## config.mk

```make
export PLATFORM = sky130hd
export DESIGN_NAME = pingpong_wr_ctrl
export DESIGN_NICKNAME = d
export VERILOG_FILES = /design/src/rtl/pingpong_wr_ctrl.sv
export SDC_FILE = /design/constraint.sdc
export NUM_CORES = 1
export LEC_CHECK = 0
export BUFFER_PORTS_ARGS = -buffer_cell sky130_fd_sc_hd__buf_4
export CAP_MARGIN = 40
export CORE_MARGIN = 5
export CORE_UTILIZATION = 43
export DETAILED_ROUTE_END_ITERATION = 12
export PLACE_DENSITY = 0.73
export SETUP_SLACK_MARGIN = 0.05
export SLEW_MARGIN = 20
export SYNTH_ARGS = -nofsm -noshare
export SYNTH_HDL_FRONTEND = slang
export SYNTH_SLANG_ARGS = --single-unit
export TNS_END_PERCENT = 1
```

## constraint.sdc

```tcl
create_clock -name clk -period 1.5 [get_ports clk]
set_input_delay 0.15 -clock clk [delete_from_list [all_inputs] [get_ports clk]]
set_output_delay 0.15 -clock clk [all_outputs]
set_load 0.02 [all_outputs]
```

## src/rtl/pingpong_wr_ctrl.sv

```systemverilog
// ---------------------------------------------------------------------------
// pingpong_wr_ctrl
//
// Writer-side controller for a two-bank (ping-pong) feature-map buffer.
// It produces linear write addresses {bank, offset}. It tracks which bank
// is full and owned by the consumer. When both banks are full, it holds
// off the producer.
//
// Ports:
//   clk           rising-edge clock
//   rst_n         asynchronous active-low reset
//   clr           synchronous soft clear, same effect as reset
//   wr_valid      producer has a word this cycle
//   wr_ready      current write bank is free to be written
//   wr_en         buffer write strobe for the word at wr_addr
//   wr_addr       linear write address {write bank, offset}
//   rd_bank_valid read bank is full and handed to the consumer
//   rd_bank_id    bank the consumer must read
//   rd_base       linear base address of the read bank
//   rd_done       one-cycle pulse: consumer finished the read bank
//   full_cnt      number of filled banks (0..2)
//   err           sticky flag: rd_done seen with no bank to release
// ---------------------------------------------------------------------------
module pingpong_wr_ctrl #(
  parameter int ADDR_W     = 9,
  parameter int BANK_DEPTH = 256,
  parameter int FILL_LEN   = 256
) (
  input  logic              clk,
  input  logic              rst_n,
  input  logic              clr,
  input  logic              wr_valid,
  output logic              wr_ready,
  output logic              wr_en,
  output logic [ADDR_W-1:0] wr_addr,
  output logic              rd_bank_valid,
  output logic              rd_bank_id,
  output logic [ADDR_W-1:0] rd_base,
  input  logic              rd_done,
  output logic [1:0]        full_cnt,
  output logic              err
);

  localparam int OFF_W = ADDR_W - 1;
  localparam logic [OFF_W-1:0] LAST_OFF = OFF_W'(FILL_LEN - 1);

  logic             wb;
  logic             rb;
  logic [OFF_W-1:0] off;
  logic [1:0]       filled;

  logic             wb_nxt;
  logic             rb_nxt;
  logic [OFF_W-1:0] off_nxt;
  logic [1:0]       filled_nxt;
  logic             err_nxt;

  logic             accept;
  logic             fill_done;
  logic             release_bank;
  logic             bad_done;

  // The write strobe is suppressed while a clear is pending, because the
  // clear discards the partial bank anyway. It is also suppressed while
  // reset is held low, so a held wr_valid cannot write into the buffer
  // during reset.
  assign wr_ready      = ~filled[wb];
  assign accept        = wr_valid & wr_ready & ~clr & rst_n;
  assign wr_en         = accept;
  assign wr_addr       = {wb, off};
  assign rd_bank_valid = filled[rb];
  assign rd_bank_id    = rb;
  assign rd_base       = rb ? ADDR_W'(BANK_DEPTH) : '0;
  assign full_cnt      = {1'b0, filled[0]} + {1'b0, filled[1]};

  assign fill_done     = accept & (off == LAST_OFF);
  assign release_bank  = rd_done & filled[rb];
  assign bad_done      = rd_done & ~filled[rb];

  // Next-state logic. A fill completion and a release can happen in the
  // same cycle. They never touch the same bank: a fill needs filled[wb]=0,
  // and a release needs filled[rb]=1. So both updates are applied
  // independently. The soft clear overrides everything else.
  always_comb begin
    wb_nxt     = wb;
    rb_nxt     = rb;
    off_nxt    = off;
    filled_nxt = filled;
    err_nxt    = err;
    if (clr) begin
      wb_nxt     = 1'b0;
      rb_nxt     = 1'b0;
      off_nxt    = '0;
      filled_nxt = 2'b00;
      err_nxt    = 1'b0;
    end else begin
      if (accept) begin
        if (fill_done) begin
          off_nxt        = '0;
          filled_nxt[wb] = 1'b1;
          wb_nxt         = ~wb;
        end else begin
          off_nxt = off + 1'b1;
        end
      end
      if (release_bank) begin
        filled_nxt[rb] = 1'b0;
        rb_nxt         = ~rb;
      end
      if (bad_done) begin
        err_nxt = 1'b1;
      end
    end
  end

  // State register with asynchronous active-low reset.
  always_ff @(posedge clk or negedge rst_n) begin
    if (!rst_n) begin
      wb     <= 1'b0;
      rb     <= 1'b0;
      off    <= '0;
      filled <= 2'b00;
      err    <= 1'b0;
    end else begin
      wb     <= wb_nxt;
      rb     <= rb_nxt;
      off    <= off_nxt;
      filled <= filled_nxt;
      err    <= err_nxt;
    end
  end

endmodule

```

* Yosys cells after proc, flatten, opt, wreduce, memory -nomap -nowiden *
Cells that the tools add are included.
W data, S select, Z words.

word-level totals
  register bits = 13
  output and inout port bits = 25
  word-level logic and storage cells = 57

cells by class
  add/sub/neg operators = 2
  $lt $le $gt $ge = 4
  equal/unequal tests = 1
  mux-type cells = 24
  bitwise logic cells = 14
  reductions and logical operators = 7

operators with widths
  cell                   number
  $mux W8                3
  $mux W1                13
  $mux W2                5
  $mux W9                1
  $add A8 B1 Y8 const B  1
  $eq A8 B8 Y1 const B   1
  $reduce_bool A2 Y1     4
  $and A1 B1 Y1          6
  $not A1 Y1             5
  $lt A1 B2 Y1 const B   2
  $add A1 B1 Y2          1
  $and A2 B2 Y2          1
  $demux W1 S1           2
  $ge A1 B1 Y1 const B   2
  $logic_and A1 B1 Y1    2
  $not A2 Y2             1
  $or A2 B2 Y2           1
  $reduce_and A2 Y1      1

* Logic depth before layout (Yosys ltp) *
Gate-level depths: netlist of the first run.

  depth in word-level cells = 13
  depth in mapped cells = 6

* Worst setup path after synthesis of the first run *
OpenSTA, ideal clock, no wires.

  path type = register to register
  from = reg wb
  to = reg off[5]
  library setup time = 0.122 ns
  arrival time = 1.456 ns
  data required time = 1.378 ns
  path slack = -0.077 ns
  stages on the path, launching flop included = 7
  path buffers = 0
  period minus slack after synthesis = 1.577 ns
  cells stage by stage = dfrtp_1 mux2_4 inv_2 nand2_4 inv_2 o21ai_0 a32o_1

on the way
  longest elaborated chain between the ends = 10
  elaborated cells on any way between the ends = 11
  those cells by class = mux: 5; bitwise: 5; reduce/logical: 1

ends and longest elaborated chain
  element                                         RTL line  RTL
  from (decl)                                     47        logic wb;
  from (signal assigned)                          125       wb <= wb_nxt;
  $mux W1 (implied by the code) (*) (2 in a row)  67        assign wr_ready = ~filled[wb];
  $not A1 Y1 (*)                                  67
  named net wr_ready                              33        output logic wr_ready,
  $and A1 B1 Y1 (*) (3 in a row)                  68        assign accept = wr_valid & wr_ready & ~clr & rst_n;
  named net wr_en                                 34        output logic wr_en,
  $and A1 B1 Y1                                   76        assign fill_done = accept & (off == LAST_OFF);
  $mux W8                                         98        if (fill_done) begin
  $mux W8                                         97        if (accept) begin
  $mux W8                                         90        if (clr) begin
  to (signal assigned)                            127       off <= off_nxt;
  to (decl)                                       49        logic [OFF_W-1:0] off;

The timed path passes the listed nets; every way through them passes the cells marked *. The select of a mux whose other input is x is not followed.
A chain may end at the register's enable or synchronous reset.

* Worst setup path in the final report of the first run *
  from = reg wb
  to = out wr_en

on the way
  longest elaborated chain between the ends = 6

ends and longest elaborated chain
  element                                     RTL line
  $mux W1 (implied by the code) (2 in a row)  67
  $not A1 Y1                                  67
  $and A1 B1 Y1 (3 in a row)                  68
  to (decl)                                   34

No other way between the ends. The select of a mux whose other input is x is not followed.

==> results.cfg, run 1 <==
[finish]
layout.filler_cells = 154
post_layout_nets = 137
syn2layout_area_growth_pct = 44.7
insertedDiodeCount = 0
postLayoutCoreUtil_pct = 63.7
final_layout_size_suffix_gt1_share_pct = 45.0
instances_no_fill = 156

[clock_network]
tritoncts = done
worstSkewPairLatency_ns = 0.28
htree_num_levels = 1
cts_sinks = 13
cts.root.buffer_cell = sky130_fd_sc_hd__clkbuf_4
path_clk_slew_ns = 0.08
numCtsBuffers = 3
clockBufferDepth = 2

[sta]
max_slew_vio_count = 0
layout_min_cycle_time_ns = 1.52
final_hold_viol_count = 0
fmax_mhz = 660
finClkSkew_ns = 0.00151
grt_setup_unrepaired = true
layout_worst_path_cycle_share_pct = 101
fin_ws_ns = -0.0151
finalSetupViolations = 2
setup_tns_after_final_layout_ns = -0.0153

[worst_setup_path]
worst-setup-path-type = reg2out
critPathSlowestCell = sky130_fd_sc_hd__dfrtp_1
cp-start-kind = register
crit_required_ns = 1.35
worstPathCellList = mux2_4 > inv_6 > nand2_8 > inv_4 > buf_6
timing.critical_path.slowest_cell_delay_ns = 0.40
cp_num_buf_inv = 3
worst_path_dominant_cell_family = flip-flops
end_kind = output port
crit_fanout = 4
critPathArrivalTime_ns = 1.37

[place]
globalplace.congestion = 0.791
placed_cells = 143
port_buffers = 21
post_dp_hpwl_um = 1520

[logic_synthesis]
synth.distinct_cells = 32
netlist_area_um2 = 837
synth.largest_area_cell = sky130_fd_sc_hd__dfrtp_1
synth_area_leaders = sky130_fd_sc_hd__dfrtp_1, sky130_fd_sc_hd__buf_4, sky130_fd_sc_hd__nor4_4
synth.yosys.seq_area_share_pct = 38.9
postSynth.asyncResetShare_pct = 100
synth_enable_flop_cells = 0
post_synth_top_cells = sky130_fd_sc_hd__dfrtp_1, sky130_fd_sc_hd__buf_4, sky130_fd_sc_hd__nor2_1, sky130_fd_sc_hd__nand2_1, sky130_fd_sc_hd__nand3_1
portion_of_synthesized_cell_area_occupied_by_the_leading_cell_type_pct = 38.9
synth-seq-cells = 13
synthesis.yosys.warnings = 0
post_synth_inst_count = 88
yosysMostFrequentCell = sky130_fd_sc_hd__dfrtp_1
synth_top_flop_cell = sky130_fd_sc_hd__dfrtp_1
synthesis.area_per_instance_um2 = 9.51

[power_and_ir_drop]
cellLeakagePower_nw = 0.584
power-per-cell-area_mw_per_mm2 = 571
internal_power_mw = 0.498
power.share.clock_pct = 32.9
comb_power_share_pct = 15.2
p_sw_mw = 0.193
switching_share_pct = 27.9
power.share.sequential_pct = 51.9
worst_ir_drop_vdd_mv = 0.420

[routing]
final_antenna_net_count = 0
vias = 802
wl_per_cell_um = 14.0
drt_iter0_drc = 25
drtPass1Iterations = 4
drc = 0
vias_per_cell = 5.14
drt_wl_total_um = 2180

[run]
maxCapViolations = 0

[grt]
vias_in_the_first_global_route = 748
overall_fraction_of_global_route_tracks_in_use_pct = 16.0
grt_antenna_before_repair = 0
largest_net_degree_at_the_start_of_global_routing = 12
grt_pass1_wl_um = 3370
grt.overflow.total = 0

[status]
violations = negative setup slack
outcome = complete, but fails checks

[die]
dieWidth_um = 54.1
initial_utilization_pct = 44.0
placement_rows = 16
die-area_mm2 = 0.00293
core_mm2 = 0.00190
chipHeight_um = 54.1
io_count = 30

[hold_path]
hold_path_class = in2reg
kinds of logic after synthesis:
| kind of cell | share of synthesized area, % |
|---|---|
| fa+ha+maj | 2.99 |
| mux | 4.33 |
| flops | 38.9 |
| buf+inv | 11.4 |
| simple gates | 27.8 |
| other cells | 0.448 |
| xor+xnor | 3.14 |
| compound gates | 11.1 |
worst paths after layout:
path                       endpoint  depth (start not counted)   from  slack, ns
max in group asynchronous    off[6]                          3  rst_n       0.78
min in group asynchronous        wb                          2  rst_n       0.29
hold reg to reg                 err                          1    err       0.51
setup / recovery              wr_en                          5     wb      -0.02
setup reg to reg             off[5]                          6     wb       0.03
hold / removal                   wb                          2    clr       0.11
power by group through the flow:
stage | combinational [mW] | sequential (mW) | clock, mW
2_1_floorplan | 0.0595 | 0.374 | 0
3_3_place_gp | 0.0923 | 0.365 | 0
3_5_place_dp | 0.0939 | 0.366 | 0
4_1_cts | 0.102 | 0.359 | 0.234
5_1_grt | 0.113 | 0.359 | 0.247
6_report | 0.105 | 0.359 | 0.228
metal layers:
metal | GRT usage (%) | up-vias | share of wire (%)
li1 | - | 378 | -
met1 | 19.6 | 383 | 41
met2 | 26.1 | 34 | 51
met3 | 2.77 | 7 | 6.5
met4 | 9.54 | 0 | 2.3
met5 | 0 | - | 0
cells in the final DEF, fill, tap and decap left out, drive strengths merged, types with 4 or more instances in the layout:
| cell | n |
|---|---|
| buf | 40 |
| dfrtp | 13 |
| nand2 | 9 |
| nor2 | 9 |
| conb | 8 |
| nand3 | 5 |
| a21oi | 4 |
| clkbuf | 4 |
| inv | 4 |
cell type report:
cell class	count	area [um^2]	share of cell area, %
clock buffer	4	26.3	2.17
timing repair buffer	41	325	26.9
tap	27	33.8	2.79
inverter	4	22.5	1.86
sequential	13	329	27.2
multi-input combinational	67	474	39.2
through the flow:
step                      total power [mW]  hold slack, ns  instance area (um^2)  worst slack (ns)
after floorplan                      0.434          -0.146                   876            0.0205
after global placement               0.458         -0.0300                  1070            0.0449
after detailed placement             0.460         -0.0276                  1070            0.0307
after CTS                            0.695           0.105                  1140           -0.0151
after global routing                 0.720           0.106                  1210           -0.0563
final                                0.691           0.112                  1210           -0.0151
registers in the layout (all words and copies together), names as in the netlist:
register and count:
off 8, filled 2, err 1, wb 1, rd_bank_id 1
what timing repair did:
item	4_1_cts	5_1_grt
hold buffers	1	0
endpoints found under the setup margin	3	9
hold endpoints to repair	13	0
setup buffers	3	5
pin swaps	3	2
resized for setup	3	6
No activity file was read; power rests on OpenSTA's default activity.
==> inputs of run 2 (changes only) <==
SETUP_SLACK_MARGIN = 0.1   (was 0.05)
==> run 2 against run 1 <==
- the run still ends with negative setup slack left
- power is 0.44% lower
- cell area is 1.8% higher
- register-to-register slack hardly changed
- sequential power hardly changed
- die area stayed put
- first-iteration DRC count is 20% lower
- routed wire length is 6.7% higher
- critical path type unchanged
- maximum frequency hardly changed
- highest routed layer unchanged
==> results.cfg, run 2 (synthesis results as in run 1) <==
[status]
outcome = complete, but fails checks
violations = negative setup slack

[worst_setup_path]
cp_num_cells = 5
timing.critical_path.slowest_cell_delay_ns = 0.40
critical_path.reg2reg.startpoint = off[0]
worst_path_dominant_cell_family = flip-flops
cp-start-kind = register
worstSetupStartpoint = wb
ff2ff_setup_slack_ns = 0.03
timing.rr.end = off[5]
worst-setup-path-type = reg2out
end_kind = output port
critPathSlowestCell = sky130_fd_sc_hd__dfrtp_1
worstPathCellList = mux2_4 > inv_6 > nand2_8 > inv_4 > buf_6
crit_fanout = 4
crit_required_ns = 1.35
critPathArrivalTime_ns = 1.37
timing.reg2reg.worst_path_depth = 5
endpoint = wr_en
cp_num_buf_inv = 3

[die]
dieWidth_um = 54.1
core_mm2 = 0.00190
initial_utilization_pct = 44.0
placement_rows = 16
io_count = 30
chipHeight_um = 54.1
die-area_mm2 = 0.00293

[clock_network]
numCtsBuffers = 3
tritoncts = done
cts.root.buffer_cell = sky130_fd_sc_hd__clkbuf_4
path_clk_slew_ns = 0.08
cts_sinks = 13
clockBufferDepth = 2
worstSkewPairLatency_ns = 0.28
htree_num_levels = 1

[power_and_ir_drop]
totalPowerFinal_mw = 0.688
power.share.clock_pct = 32.6
power.share.sequential_pct = 52.1
power-per-cell-area_mw_per_mm2 = 558
cellLeakagePower_nw = 0.592
comb_power_share_pct = 15.3
switching_share_pct = 27.6
worst_ir_drop_vdd_mv = 0.423
internal_power_mw = 0.498
p_sw_mw = 0.190

[finish]
postLayoutCoreUtil_pct = 64.8
most-common-layout-cells = sky130_fd_sc_hd__buf_4, sky130_fd_sc_hd__dfrtp_1, sky130_fd_sc_hd__nand2_1, sky130_fd_sc_hd__conb_1, sky130_fd_sc_hd__nor2_1
final_layout_size_suffix_gt1_share_pct = 46.2
post_layout_nets = 138
insertedDiodeCount = 0
mostFrequentLayoutCell = sky130_fd_sc_hd__buf_4
syn2layout_area_growth_pct = 47.2
largest_reg_flops = 8
most_flop_heavy_register = off
registers_with_the_most_flip_flops = off: 8 flops, filled: 2 flops

[sta]
final_hold_viol_count = 0
fin_ws_ns = -0.0165
grt_setup_unrepaired = true
hold_ws_ns = 0.109
finClkSkew_ns = 0.00429
max_slew_vio_count = 0
layout_min_cycle_time_ns = 1.52
finalSetupViolations = 2
fmax_mhz = 659
layout_worst_path_cycle_share_pct = 101
setup_tns_after_final_layout_ns = -0.0223

[routing]
wl_per_cell_um = 14.8
drt_iter0_drc = 20
drc = 0
drt_wl_total_um = 2330
vias_per_cell = 5.20
final_antenna_net_count = 0
vias = 816
drtPass1Iterations = 4

[grt]
grt_pass1_wl_um = 3550
overall_fraction_of_global_route_tracks_in_use_pct = 17.1
largest_net_degree_at_the_start_of_global_routing = 12
grt_antenna_before_repair = 0
grt.overflow.total = 0
vias_in_the_first_global_route = 767

[hold_path]
hold_path_class = in2reg

[run]
maxCapViolations = 0

[place]
post_dp_hpwl_um = 1520
port_buffers = 21
globalplace.congestion = 0.791
run 2: worst reg2reg max path: cells and delay by family (launching register included):
kind	cells	cell delay [ns]
flops	1	0.41
compound gates	2	0.42
simple gates	2	0.43
buf+inv	1	0.15
run 2: layout make-up:
cell class | instances | area [um^2]
clock buffer | 4 | 26.3
multi-input combinational | 67 | 488
sequential | 13 | 329
tap | 27 | 33.8
inverter | 4 | 22.5
fill | 150 | 669
timing repair buffer | 42 | 333
run 2: layer usage:
metal | part of all wire [%] | wire length (um) | vias up | GRT usage [%]
met3 | 7.1 | 166 | 6 | 2.77
met5 | 0 | 0 | - | 0
li1 | - | - | 375 | -
met4 | 1.8 | 42 | 0 | 9.96
met2 | 52 | 1220 | 44 | 28.5
met1 | 39 | 902 | 391 | 20.4
run 2: timing repair:
| item | CTS | global route |
|---|---|---|
| endpoints found under the setup margin | 9 | 13 |
| hold buffers | 1 | 0 |
| pin swaps | 5 | 1 |
| setup buffers | 3 | 6 |
| resized for setup | 9 | 3 |
| endpoints found under the hold margin | 13 | 0 |
run 2: worst min-delay path by stage:
| stage | slack [ns] | endpoint | start | cells after the start |
|---|---|---|---|---|
| floorplan | -0.15 | err | rst_n | 0 |
| global placement | -0.03 | wb | rst_n | 1 |
| detailed placement | -0.03 | wb | rst_n | 1 |
| CTS | 0.11 | wb | clr | 2 |
| global route | 0.10 | wb | clr | 2 |
| finish | 0.11 | wb | clr | 2 |
run 2: stage by stage:
stage / cell area (um^2) / setup WS (ns) / instances
2_1_floorplan: 876 / 0.0205 / 95
3_3_place_gp: 1070 / 0.0449 / 143
3_5_place_dp: 1070 / 0.0307 / 143
4_1_cts: 1180 / -0.0151 / 151
5_1_grt: 1230 / -0.0621 / 157
6_report: 1230 / -0.0165 / 157
run 2: power by group through the flow:
stage / clock [mW] / sequential [mW] / combinational, mW
2_1_floorplan: 0 / 0.374 / 0.0595
6_report: 0.224 / 0.359 / 0.105
5_1_grt: 0.249 / 0.359 / 0.114
4_1_cts: 0.234 / 0.359 / 0.104
3_5_place_dp: 0 / 0.366 / 0.0939
3_3_place_gp: 0 / 0.365 / 0.0923
